<file path="config.mk">
export PLATFORM = sky130hd
export DESIGN_NAME = mb_downconverter_n_flat
export DESIGN_NICKNAME = d
export VERILOG_FILES = /design/src/rtl/mb_downconverter_n_if.sv /design/src/rtl/mb_downconverter_n.sv /design/src/flat_wrapper.sv
export SDC_FILE = /design/constraint.sdc
export NUM_CORES = 1
export LEC_CHECK = 0
export CORE_UTILIZATION = 56
export CTS_BUF_LIST = sky130_fd_sc_hd__clkbuf_4 sky130_fd_sc_hd__clkbuf_8 sky130_fd_sc_hd__clkbuf_16
export DETAILED_ROUTE_END_ITERATION = 12
export PLACE_DENSITY = 0.92
export SYNTH_ARGS = -nofsm -noshare
export SYNTH_HDL_FRONTEND = slang
export SYNTH_SLANG_ARGS = --single-unit
</file>
<file path="constraint.sdc">
create_clock -name i_clk -period 4.8 [get_ports i_clk]
set_input_delay 1.2 -clock i_clk [delete_from_list [all_inputs] [get_ports i_clk]]
set_output_delay 1.2 -clock i_clk [all_outputs]
set_load 0.005 [all_outputs]
</file>
<file path="src/rtl/mb_downconverter_n_if.sv">
// Bundles the upstream fetch port and the narrow downstream bus of
// mb_downconverter_n into a single interface.
//   slave  : view taken by the downconverter
//   master : view taken by whatever drives it (fetch unit and memory side)
// Signals:
//   u_req_addr/u_req_active         upstream word request
//   u_req_data/u_req_data_valid     assembled word and its one-cycle strobe
//   d_req_addr/d_req_active         downstream beat request
//   d_req_data/d_req_data_valid     downstream beat return
//   d_req_next                      burst-continuation pulse
//   busy                            downconverter not idle
interface mb_downconverter_n_if #(
    parameter int DW    = 16,
    parameter int RATIO = 2,
    parameter int AW    = 16
);
    localparam int UW = DW * RATIO;

    logic [AW-1:0] u_req_addr;
    logic          u_req_active;
    logic [UW-1:0] u_req_data;
    logic          u_req_data_valid;
    logic [AW-1:0] d_req_addr;
    logic          d_req_active;
    logic [DW-1:0] d_req_data;
    logic          d_req_data_valid;
    logic          d_req_next;
    logic          busy;

    modport slave (
        input  u_req_addr, u_req_active, d_req_data, d_req_data_valid,
        output u_req_data, u_req_data_valid, d_req_addr, d_req_active,
               d_req_next, busy
    );

    modport master (
        output u_req_addr, u_req_active, d_req_data, d_req_data_valid,
        input  u_req_data, u_req_data_valid, d_req_addr, d_req_active,
               d_req_next, busy
    );
endinterface

</file>
<file path="src/rtl/mb_downconverter_n.sv">
// Fetch-path width downconverter: one upstream request for a RATIO*DW word
// is served as RATIO sequential DW-bit downstream beats, then returned as a
// single assembled word with a one-cycle valid strobe.
// Ports:
//   i_clk    clock
//   i_rst_n  asynchronous active-low reset
//   bus      mb_downconverter_n_if.slave (upstream + downstream signals)
//
// state | meaning
// IDLE  | no request; latch address when u_req_active rises
// FETCH | beat outstanding at {a_q, beat_q}
// DONE  | word assembled; raise u_req_data_valid for one cycle
// HOLD  | word delivered; wait for withdrawal or new address
// DRAIN | request withdrawn mid-word; wait out the outstanding beat
module mb_downconverter_n #(
    parameter int DW    = 16,
    parameter int RATIO = 2,
    parameter int AW    = 16
) (
    input logic                 i_clk,
    input logic                 i_rst_n,
    mb_downconverter_n_if.slave bus
);
    localparam int UW = DW * RATIO;
    localparam int LR = $clog2(RATIO);
    localparam logic [LR-1:0] LAST_BEAT = LR'(RATIO - 1);

    typedef enum logic [2:0] {S_IDLE, S_FETCH, S_DONE, S_HOLD, S_DRAIN} state_t;

    state_t           state_q;
    logic [AW-LR-1:0] a_q;
    logic [LR-1:0]    beat_q;
    logic [UW-1:0]    buf_q;
    logic [UW-1:0]    word_d;
    logic [UW-1:0]    data_q;
    logic             valid_q;
    logic [AW-1:0]    d_addr_q;
    logic             d_act_q;
    logic             d_next_q;
    logic             busy_q;

    logic [AW-LR-1:0] addr_lo;
    logic             abort;
    logic             unused_addr_hi;

    // Address bits above the word index cannot be represented in the beat
    // address, so they are dropped and play no part in address compares.
    assign addr_lo        = bus.u_req_addr[AW-LR-1:0];
    assign unused_addr_hi = ^bus.u_req_addr[AW-1:AW-LR];
    assign abort          = !bus.u_req_active || (addr_lo != a_q);

    always_comb begin
        word_d = buf_q;
        word_d[int'(beat_q)*DW +: DW] = bus.d_req_data;
    end

    always_ff @(posedge i_clk or negedge i_rst_n) begin
        if (!i_rst_n) begin
            state_q  <= S_IDLE;
            a_q      <= '0;
            beat_q   <= '0;
            buf_q    <= '0;
            data_q   <= '0;
            valid_q  <= 1'b0;
            d_addr_q <= '0;
            d_act_q  <= 1'b0;
            d_next_q <= 1'b0;
            busy_q   <= 1'b0;
        end else begin
            valid_q  <= 1'b0;
            d_next_q <= 1'b0;
            case (state_q)
                S_IDLE: begin
                    if (bus.u_req_active) begin
                        a_q      <= addr_lo;
                        beat_q   <= '0;
                        d_addr_q <= {addr_lo, {LR{1'b0}}};
                        d_act_q  <= 1'b1;
                        busy_q   <= 1'b1;
                        state_q  <= S_FETCH;
                    end
                end
                S_FETCH: begin
                    if (bus.d_req_data_valid) begin
                        buf_q <= word_d;
                        // Final beat completes even if the request was
                        // withdrawn in the same cycle.
                        if (beat_q == LAST_BEAT) begin
                            data_q  <= word_d;
                            d_act_q <= 1'b0;
                            state_q <= S_DONE;
                        end else if (abort) begin
                            // Beat just completed, nothing left outstanding.
                            d_act_q <= 1'b0;
                            busy_q  <= 1'b0;
                            state_q <= S_IDLE;
                        end else begin
                            beat_q   <= beat_q + 1'b1;
                            d_addr_q <= {a_q, beat_q + 1'b1};
                            d_next_q <= 1'b1;
                        end
                    end else if (abort) begin
                        state_q <= S_DRAIN;
                    end
                end
                S_DONE: begin
                    valid_q <= 1'b1;
                    state_q <= S_HOLD;
                end
                S_HOLD: begin
                    if (!bus.u_req_active) begin
                        busy_q  <= 1'b0;
                        state_q <= S_IDLE;
                    end else if (addr_lo != a_q) begin
                        a_q      <= addr_lo;
                        beat_q   <= '0;
                        d_addr_q <= {addr_lo, {LR{1'b0}}};
                        d_act_q  <= 1'b1;
                        state_q  <= S_FETCH;
                    end
                end
                S_DRAIN: begin
                    if (bus.d_req_data_valid) begin
                        d_act_q <= 1'b0;
                        busy_q  <= 1'b0;
                        state_q <= S_IDLE;
                    end
                end
                default: state_q <= S_IDLE;
            endcase
        end
    end

    assign bus.u_req_data       = data_q;
    assign bus.u_req_data_valid = valid_q;
    assign bus.d_req_addr       = d_addr_q;
    assign bus.d_req_active     = d_act_q;
    assign bus.d_req_next       = d_next_q;
    assign bus.busy             = busy_q;
endmodule

</file>
<file path="src/flat_wrapper.sv">
// flat-port wrapper written by rule: the top's interface ports become plain ports
module mb_downconverter_n_flat 
#(
    parameter int DW    = 16,
    parameter int RATIO = 2,
    parameter int AW    = 16
)
  (i_clk, i_rst_n, bus_u_req_addr, bus_u_req_active, bus_d_req_data, bus_d_req_data_valid, bus_u_req_data, bus_u_req_data_valid, bus_d_req_addr, bus_d_req_active, bus_d_req_next, bus_busy);
  mb_downconverter_n_if #(.DW(DW), .RATIO(RATIO), .AW(AW)) bus_i ();
  input logic i_clk;
  input logic i_rst_n;
  input wire logic [$bits(bus_i.u_req_addr)-1:0] bus_u_req_addr;
  input wire logic [$bits(bus_i.u_req_active)-1:0] bus_u_req_active;
  input wire logic [$bits(bus_i.d_req_data)-1:0] bus_d_req_data;
  input wire logic [$bits(bus_i.d_req_data_valid)-1:0] bus_d_req_data_valid;
  output wire logic [$bits(bus_i.u_req_data)-1:0] bus_u_req_data;
  output wire logic [$bits(bus_i.u_req_data_valid)-1:0] bus_u_req_data_valid;
  output wire logic [$bits(bus_i.d_req_addr)-1:0] bus_d_req_addr;
  output wire logic [$bits(bus_i.d_req_active)-1:0] bus_d_req_active;
  output wire logic [$bits(bus_i.d_req_next)-1:0] bus_d_req_next;
  output wire logic [$bits(bus_i.busy)-1:0] bus_busy;
  assign bus_i.u_req_addr = bus_u_req_addr;
  assign bus_i.u_req_active = bus_u_req_active;
  assign bus_i.d_req_data = bus_d_req_data;
  assign bus_i.d_req_data_valid = bus_d_req_data_valid;
  assign bus_u_req_data = bus_i.u_req_data;
  assign bus_u_req_data_valid = bus_i.u_req_data_valid;
  assign bus_d_req_addr = bus_i.d_req_addr;
  assign bus_d_req_active = bus_i.d_req_active;
  assign bus_d_req_next = bus_i.d_req_next;
  assign bus_busy = bus_i.busy;
  mb_downconverter_n #(.DW(DW), .RATIO(RATIO), .AW(AW)) u_core (.i_clk(i_clk), .i_rst_n(i_rst_n), .bus(bus_i));
endmodule
</file>
==> impl_results.md, run 1 <==
- Post-CTS setup buffers: 0
- Ys Warns: 0
- TritonCTS Sinks: 87
- H-tree depth: 3
- Post-DP HPWL: around 7100 µm
- GRT Residual Overflow: 0
- Synth-to-layout area growth: 24.7%
- R2R depth: 5
- Die area: 8460 µm²
- Final-layout fill cell count: 543
- Mapped Area: ~4500 µm²
- Leakage: approximately 2.4 nW
- Maximum capacitance violations: 0
- Multi-input logic area: 2150 µm²
- Critical Path Fanout Max: 25
- RSZ-0062 raised after global routing: false
- Nets: 564
- Via/cell ratio: a little over 6
- Critical Path RT: between 5000 and 6000 ps
- Relative slew slack: 26.5%
- Vias: 3,928
- RR Endpoint: u_core.a_q[12]
- Commonest non-fill, non-tap cell in the layout: nand2_1
- IO buf count: 86
- Chip Width: 92.0 µm
- Insertion delay to the later sink of the worst-skew pair: 360 ps
- Global-route wire length before repair: 18,200 µm
- Largest net degree at the start of global routing: 88
- Routed WL: 11,000 µm
- Netlist cell types: 41
- # IOs: 88
- Root buffer cell: clkbuf_8
- Post-route DRC: 0
- WP data arrival: roughly 3800 ps
- Rows: 32
- DIE HEIGHT: 92.0 µm
- Routability-driven placement congestion ratio: 0.817
- Period minus WS final: between 3000 and 4000 ps
- Register area: 2180 µm²
- Drt wl/cell: ~17 µm
- ANT cells: 0
- Worst Hold End: u_core.bus.u_req_data[1]
- Post-synth ARST share: 100%
- Initial DRC count: 260
- CTS resizes: 0
- Worst-path clk slew: 90 ps
- Mapped Cells: approximately 460
- Commonest non-fill, non-tap cells in the layout: nand2_1, dfrtp_1, clkdlybuf4s50_1
- Final max-slew violation count: 0
- Post-synth EDFFs: 0
- Slew @ Worst Pin: 1100 ps
- Worst hold path class: reg -> reg
- Starting Density: approximately 58%
- Endpoints failing hold: 0
- First drt pass iteration count: 7
- Status: finished, final reports clean
- Pwr Density: 470 nW/µm²
- Worst IR Drop VDD: 0.380 mV
- Ratio of cells with drive above 1 in the final layout: 14.1%
- Post-layout util: 72.7%
- Total Routing Usage GR: 27.2%
- Setup tns final: 0 ps
- Worst setup EP type: flop
- Antenna Nets Post-Route: 0
- Register area share after synthesis: 48.0%
- Synthesized area per cell: 9.89 µm²
- Seq cells post-synth: 87
- Vias in the first global route: 3,761
- Placed cells: 619
- Reg2reg start: u_core.a_q[5]
- Critical Path Source: bus_u_req_addr[5]
- TritonCTS buffer count: 9
- Final worst-path cycle share: between 70 and 80%
- Kind of critical path: in -> reg
- CTS tree: yes
- Worst hold slack: 467 ps
- Max frequency: 0.285 GHz
- Clock Path Buffers: 2
- Clock Skews: between 8 and 9 ps
- Core Footprint: 7770 µm²
- Final non-filler cell total: 635
- Crit start category: primary input
- Ys flop type: dfrtp_1
- Syn Nets: 494
- Setup-failing EPs final: 0
- R2r setup slk: 2170 ps
- Initial antenna violation count: 0
- HP Start: u_core.buf_q[1]
- CTS Hold Bufs: 0
- Worst hold stages: 2
[worst max-delay path, cell delays in order]
cell	delay, ps
clkdlybuf4s50_1	450
xor2_1	190
nor4_4	590
nand4_4	190
o211ai_4	720
mux2_2	410
[per-layer routing]
| layer | wire length [µm] | part of all wire, % | vias up | track usage (%) |
|---|---|---|---|---|
| li1 | - | - | 1788 | - |
| met1 | 4480 | 41 | 1939 | 34.7 |
| met2 | 5470 | 50 | 177 | 44.9 |
| met3 | 853 | 7.7 | 24 | 6.72 |
| met4 | 236 | 2.1 | 0 | 10.2 |
| met5 | 0 | 0 | - | 0 |
[final cells by class]
| type | instances | share of cell area (%) |
|---|---|---|
| clock inverters | 7 | 1.40 |
| inverters | 12 | 0.797 |
| multi-input cells | 320 | 38.0 |
| well taps | 102 | 2.26 |
| clock buffers | 9 | 2.19 |
| flip-flops and latches | 87 | 38.5 |
| repair buffers | 98 | 16.8 |
[synth_stat cells, types with 6 or more instances]
cell type,instances,area [µm²]
inv_1,12,45.0
nand2_1,124,465
o21ai_0,8,40.0
buf_2,11,55.1
a41oi_1,15,131
nand3_1,12,60.1
mux2_2,30,338
o2111ai_1,23,201
a21bo_2,8,80.1
nor2_1,6,22.5
xor2_1,15,131
clkbuf_1,26,97.6
a311oi_1,16,140
dfrtp_1,87,2180
o211ai_1,7,52.6
a21boi_0,17,128
[power by group]
part	leakage, nW	switching (mW)	internal [mW]	total (mW)
registers	1.10	0.204	0.985	1.19
logic	1.24	0.404	0.537	0.941
clock network	0.0977	0.277	0.246	0.523
[worst max path at each step]
stage                     endpoint  cells after the start
floorplan            u_core.a_q[8]                      6
global placement    u_core.a_q[13]                      6
detailed placement  u_core.a_q[10]                      6
CTS                 u_core.a_q[14]                      6
global route        u_core.a_q[14]                      6
finish              u_core.a_q[12]                      6
[cells by family (layout without fill, tap and decap cells)]
logic type,after synthesis,after routing,share of synthesized area [%]
multiplexers,33,33,8.17
AND/OR/NAND/NOR,159,159,15.9
AO/OA/AOI/OAI,113,113,20.3
buffers and inverters,51,126,4.69
flip-flops,87,87,48.0
XOR/XNOR,15,15,2.90
[metrics by stage]
stage               setup slack (ps)  instance area [µm²]  power (mW)
finish                          1300                 5650        2.65
global route                    1160                 5650        2.80
CTS                             1320                 5650        2.66
detailed placement               934                 5450        2.13
global placement                 957                 5450        2.08
floorplan                       1880                 4530        1.66
[flip-flops by register name (all words and copies together), names as in the netlist]
signal	count
u_core.bus.u_req_data	32
u_core.buf_q	16
u_core.bus.d_req_addr	16
u_core.a_q	15
u_core.state_q	3
u_core.beat_q	1
u_core.bus.busy	1
u_core.bus.d_req_active	1
u_core.bus.d_req_next	1
u_core.bus.u_req_data_valid	1
(Power assumes the default switching activity.)
==> run 2: changes to the inputs <==
--- a/config.mk
+++ b/config.mk
@@ -5,10 +5,10 @@
 export SDC_FILE = /design/constraint.sdc
 export NUM_CORES = 1
 export LEC_CHECK = 0
-export CORE_UTILIZATION = 56
+export CORE_UTILIZATION = 47
 export CTS_BUF_LIST = sky130_fd_sc_hd__clkbuf_4 sky130_fd_sc_hd__clkbuf_8 sky130_fd_sc_hd__clkbuf_16
 export DETAILED_ROUTE_END_ITERATION = 12
-export PLACE_DENSITY = 0.92
+export PLACE_DENSITY = 0.83
 export SYNTH_ARGS = -nofsm -noshare
 export SYNTH_HDL_FRONTEND = slang
 export SYNTH_SLANG_ARGS = --single-unit
==> constraint.sdc (replaced) <==
create_clock -name i_clk -period 2.9 [get_ports i_clk]
set_input_delay 0.725 -clock i_clk [delete_from_list [all_inputs] [get_ports i_clk]]
set_output_delay 0.725 -clock i_clk [all_outputs]
set_load 0.005 [all_outputs]
==> run 2 against run 1 <==
Against the previous run: design area grew 2.5%; utilization shrank 10 points; total power grew 69%; non-clock buffer count grew 10; die area grew 19%; largest cell class unchanged; clock power grew 83%; clock skew grew 1.7 ps; routed wire length shrank 1.2%; worst setup slack lost 980 ps; clock-buffer cell count grew 1.
==> impl_results.md, run 2 (synthesis results as in run 1) <==
- Register area: about 2200 µm²
- Post-CTS setup buffers: 0
- RSZ-0062 raised after global routing: false
- Routability-driven placement congestion ratio: 0.869
- Rows: 35
- Worst-path clk slew: 100 ps
- Drt wl/cell: between 15 and 20 µm
- CTS resizes: 0
- Post-Place Cell Area: 5570 µm²
- Starting Density: 48.8%
- Critical Path RT: 3160 ps
- Slew @ Worst Pin: 597 ps
- Placed cells: 656
- Insertion delay to the later sink of the worst-skew pair: between 300 and 400 ps
- Chip Width: 100 µm
- Antenna Nets Post-Route: 0
- Commonest non-fill, non-tap cell in the layout: nand2_1
- Global-route wire length before repair: ~18,000 µm
- Crit start category: primary input
- Worst slack, placed: -14.1 ps
- Maximum capacitance violations: 0
- Largest net degree at the start of global routing: between 40 and 50
- Worst hold slack: 352 ps
- Status: finished, final reports clean
- TritonCTS Sinks: between 80 and 90
- Post-route DRC: 0
- Largest register FFs: 32
- Setup WS post-layout: roughly 320 ps
- Nets: 574
- Final-layout fill cell count: 786
- Clock Path Buffers: 2
- Clock Skews: between 10 and 15 ps
- Core Footprint: 9280 µm²
- TritonCTS buffer count: 9
- Total Routing Usage GR: 23.1%
- Final non-filler cell total: 672
- ANT cells: 0
- IO buf count: 86
- Ratio of cells with drive above 1 in the final layout: 15.7%
- Kind of critical path: in -> reg
- Commonest non-fill, non-tap cells in the layout: nand2_1, dfrtp_1, clkdlybuf4s50_1
- Pwr Density: 773 nW/µm²
- Synth-to-layout area growth: 27.8%
- First drt pass iteration count: 4
- Max frequency: 0.387 GHz
- Initial antenna violation count: 0
- WP data arrival: 2840 ps
- Root buffer cell: clkbuf_8
- Post-DP HPWL: 7490 µm
- CTS tree: yes
- Final max-slew violation count: 0
- Critical Path Fanout Max: 17
- DIE HEIGHT: between 100 and 150 µm
- Post-route cell area: 5790 µm²
- CTS Hold Bufs: 0
- Post-layout util: 62.4%
- Leakage: about 2.5 nW
- Initial DRC count: approximately 180
- Vias in the first global route: between 3,000 and 4,000
- GRT Residual Overflow: 0
- Vias: 3,836
- Worst IR Drop VDD: between 0.4 and 0.5 mV
- Relative slew slack: 60.2%
- Routed WL: 10,900 µm
- # IOs: 88
- Period minus WS final: ~2600 ps
- Die area: 10,000 µm²
- Worst setup EP type: flop
- Via/cell ratio: approximately 5.7
- Worst hold path class: in -> async
- Final worst-path cycle share: around nine tenths
- Endpoints failing hold: 0
- Multi-input logic area: 2150 µm²
- H-tree depth: 3
- Setup-failing EPs final: 0
==> run 2: changes by cell type in the layout (fill, tap and decap cells not counted) <==
| cell | change |
|---|---|
| inv_6 | +1 |
| clkinv_2 | -1 |
| clkinv_4 | -1 |
| inv_8 | -1 |
| bufinv_16 | +1 |
| buf_12 | +1 |
| clkbuf_4 | +1 |
| buf_4 | +9 |
==> run 2: worst paths after layout <==
path,from,to,slack (ps),cells after the start
max,bus_u_req_addr[13],u_core.state_q[1],320,8
min,i_rst_n,u_core.buf_q[14],350,1
max reg2reg,u_core.state_q[0],u_core.bus.d_req_addr[14],680,7
min reg2reg,u_core.buf_q[7],u_core.bus.u_req_data[7],470,2
max in group asynchronous,i_rst_n,u_core.bus.u_req_data[6],1880,2
min in group i_clk,u_core.buf_q[7],u_core.bus.u_req_data[7],470,2
==> run 2: per-layer routing <==
metal  vias to the layer above  GRT usage, %  routed length [µm]
met3                        14          5.99                 855
met2                       138          37.4                5330
met4                         0          6.80                 148
met5                         -             0                   0
li1                       1806             -                   -
met1                      1878          30.6                4580
==> run 2: per-stage QoR <==
stage | power, mW | TNS (ps)
2_1_floorplan | 2.75 | 0
3_3_place_gp | 3.47 | 0
3_5_place_dp | 3.55 | -16.9
4_1_cts | 4.51 | 0
5_1_grt | 4.76 | 0
6_report | 4.48 | 0
==> run 2: final cells by class <==
type	count	share of cell area, %
inverters	12	0.778
flip-flops and latches	87	37.6
repair buffers	108	17.9
clock buffers	10	2.27
well taps	129	2.79
clock inverters	6	1.60
multi-input cells	320	37.1
==> run 2: power breakdown <==
part / total [mW] / switching (mW) / leakage, nW / internal [mW]
logic: 1.58 / 0.670 / 1.30 / 0.909
clock network: 0.956 / 0.455 / 0.107 / 0.501
registers: 1.94 / 0.313 / 1.10 / 1.63
total: 4.48 / 1.44 / 2.50 / 3.04
==> run 2: critical path, cell delays in order <==
cell and delay (ps):
clkdlybuf4s50_1 460, xor2_1 190, nor4_4 390, buf_4 300, and4_1 260, buf_4 160
nand2_1 70, a311oi_1 290
==> run 3: changes to the inputs <==
--- a/config.mk
+++ b/config.mk
@@ -8,6 +8,8 @@
 export CORE_UTILIZATION = 47
 export CTS_BUF_LIST = sky130_fd_sc_hd__clkbuf_4 sky130_fd_sc_hd__clkbuf_8 sky130_fd_sc_hd__clkbuf_16
 export DETAILED_ROUTE_END_ITERATION = 12
+export GPL_ROUTABILITY_DRIVEN = 0
+export MAX_ROUTING_LAYER = met4
 export PLACE_DENSITY = 0.83
 export SYNTH_ARGS = -nofsm -noshare
 export SYNTH_HDL_FRONTEND = slang
==> run 3 against run 2 <==
Against the previous run: utilization unchanged; worst setup slack got worse by 1.6 ps; largest power group unchanged; first-iteration DRC count increased by 9.4%; register-to-register slack about the same.
==> impl_results.md, run 3 (synthesis results as in run 1) <==
- IO buf count: 86
- Starting Density: 48.8%
- Worst hold slack: about 360 ps
- R2R depth: 7
- Worst IR Drop VDD: between 0.4 and 0.5 mV
- Crit start category: primary input
- CTS resizes: 0
- Clock Path Buffers: 2
- CTS tree: yes
- GRT Residual Overflow: 0
- Final worst-path cycle share: between 80 and 90%
- Critical Path RT: between 3000 and 4000 ps
- Routed WL: ~11,000 µm
- H-tree depth: 3
- Vias: 3,830
- Max stage delay cell, worst path: clkdlybuf4s50_1
- Worst-path clk slew: 90 ps
- Leakage: 2.50 nW
- Initial DRC count: 198
- Initial antenna violation count: 0
- Final non-filler cell total: 672
- Final max-slew violation count: 0
- Status: finished, final reports clean
- Kind of critical path: in -> reg
- First drt pass iteration count: 4
- WP data arrival: ~2800 ps
- TritonCTS buffer count: 9
- Via/cell ratio: 5.70
- Insertion delay to the later sink of the worst-skew pair: around 350 ps
- CP cell instances: clkdlybuf4s50_1, xor2_1, nor4_4, buf_4, and4_1, buf_4, nand2_1, a311oi_1
- Nets: 574
- Total Routing Usage GR: 23.8%
- Endpoints failing hold: 0
- Placed cells: 656
- Critical path's most frequent cell: buf_4
- Drt wl/cell: around 16 µm
- Largest net degree at the start of global routing: 45
- Die area: about 10,000 µm²
- Critical Path Fanout Max: 17
- Setup-failing EPs final: 0
- Relative slew slack: approximately three fifths
- ANT cells: 0
- Post-DP HPWL: 7490 µm
- Commonest non-fill, non-tap cells in the layout: nand2_1, dfrtp_1, clkdlybuf4s50_1
- Biggest cell delay along the critical path: 450 ps
- Global-route wire length before repair: 18,300 µm
- Largest register FFs: 32
- Max frequency: 0.387 GHz
- Rows: 35
- Post-route DRC: 0
- Post-CTS setup buffers: 0
- # IOs: 88
- Worst setup EP type: flop
- Vias in the first global route: 3,784
- Core Footprint: 9280 µm²
- Worst hold path class: in -> async
- Pwr Density: approximately 770 nW/µm²
- Antenna Nets Post-Route: 0
- Commonest non-fill, non-tap cell in the layout: nand2_1
- Clock Skews: 9.10 ps
- DIE HEIGHT: ~100 µm
- Root buffer cell: clkbuf_8
- TritonCTS Sinks: just under 90
- Maximum capacitance violations: 0
- CTS Hold Bufs: 0
- Chip Width: roughly 100 µm
- Post-layout util: 62.4%
- RSZ-0062 raised after global routing: false
- Ratio of cells with drive above 1 in the final layout: 15.7%
- Period minus WS final: approximately 2600 ps
- Synth-to-layout area growth: 27.8%
- Slew @ Worst Pin: 591 ps
## run 3: cell counts in the layout (fill, tap and decap cells not counted)
Identical to the previous run, type by type.
## run 3: worst paths after layout
kind,startpoint,to,slack (ps)
worst max-delay path,bus_u_req_addr[13],u_core.state_q[1],320
worst min-delay path,i_rst_n,u_core.buf_q[14],360
worst max register to register,u_core.state_q[0],u_core.bus.d_req_addr[14],690
worst min register to register,u_core.buf_q[7],u_core.bus.u_req_data[7],470
max in group asynchronous,i_rst_n,u_core.bus.d_req_addr[1],1880
min in group i_clk,u_core.buf_q[7],u_core.bus.u_req_data[7],470
## run 3: cell type report
cell class              count  area (µm²)
flip-flops and latches     87        2180
clock inverters             6        92.6
well taps                 129         161
fillers                   786        3490
clock buffers              10         131
multi-input cells         320        2150
inverters                  12        45.0
repair buffers            108        1040
## run 3: report_power, final
group | internal, mW | switching (mW) | leakage, nW
registers | 1.63 | 0.313 | 1.10
logic | 0.909 | 0.667 | 1.30
clock network | 0.501 | 0.451 | 0.107
## run 3: metal layers
layer	routed length, µm	vias to the layer above	GRT usage [%]
li1	-	1804	-
met2	5370	137	37.5
met1	4640	1885	30.6
met3	811	4	5.36
met4	43	0	7.47
met5	0	-	-
## run 3: worst max-delay path: cells and delay by family
kind,cells,cell delay (ps)
AOI/OAI and AO/OA,1,290
xor gates and xnor gates,1,190
buffers and inverters,3,900
and+or+nand+nor,3,720
## run 3: per-stage QoR
stage | setup slack [ps] | setup TNS, ps | instance area, µm² | power, mW
5_1_grt | 174 | 0 | 5790 | 4.76
6_report | 316 | 0 | 5790 | 4.47
3_5_place_dp | -14.1 | -16.9 | 5570 | 3.55
4_1_cts | 337 | 0 | 5790 | 4.51
3_3_place_gp | 14.8 | 0 | 5570 | 3.47
2_1_floorplan | 455 | 0 | 4530 | 2.75
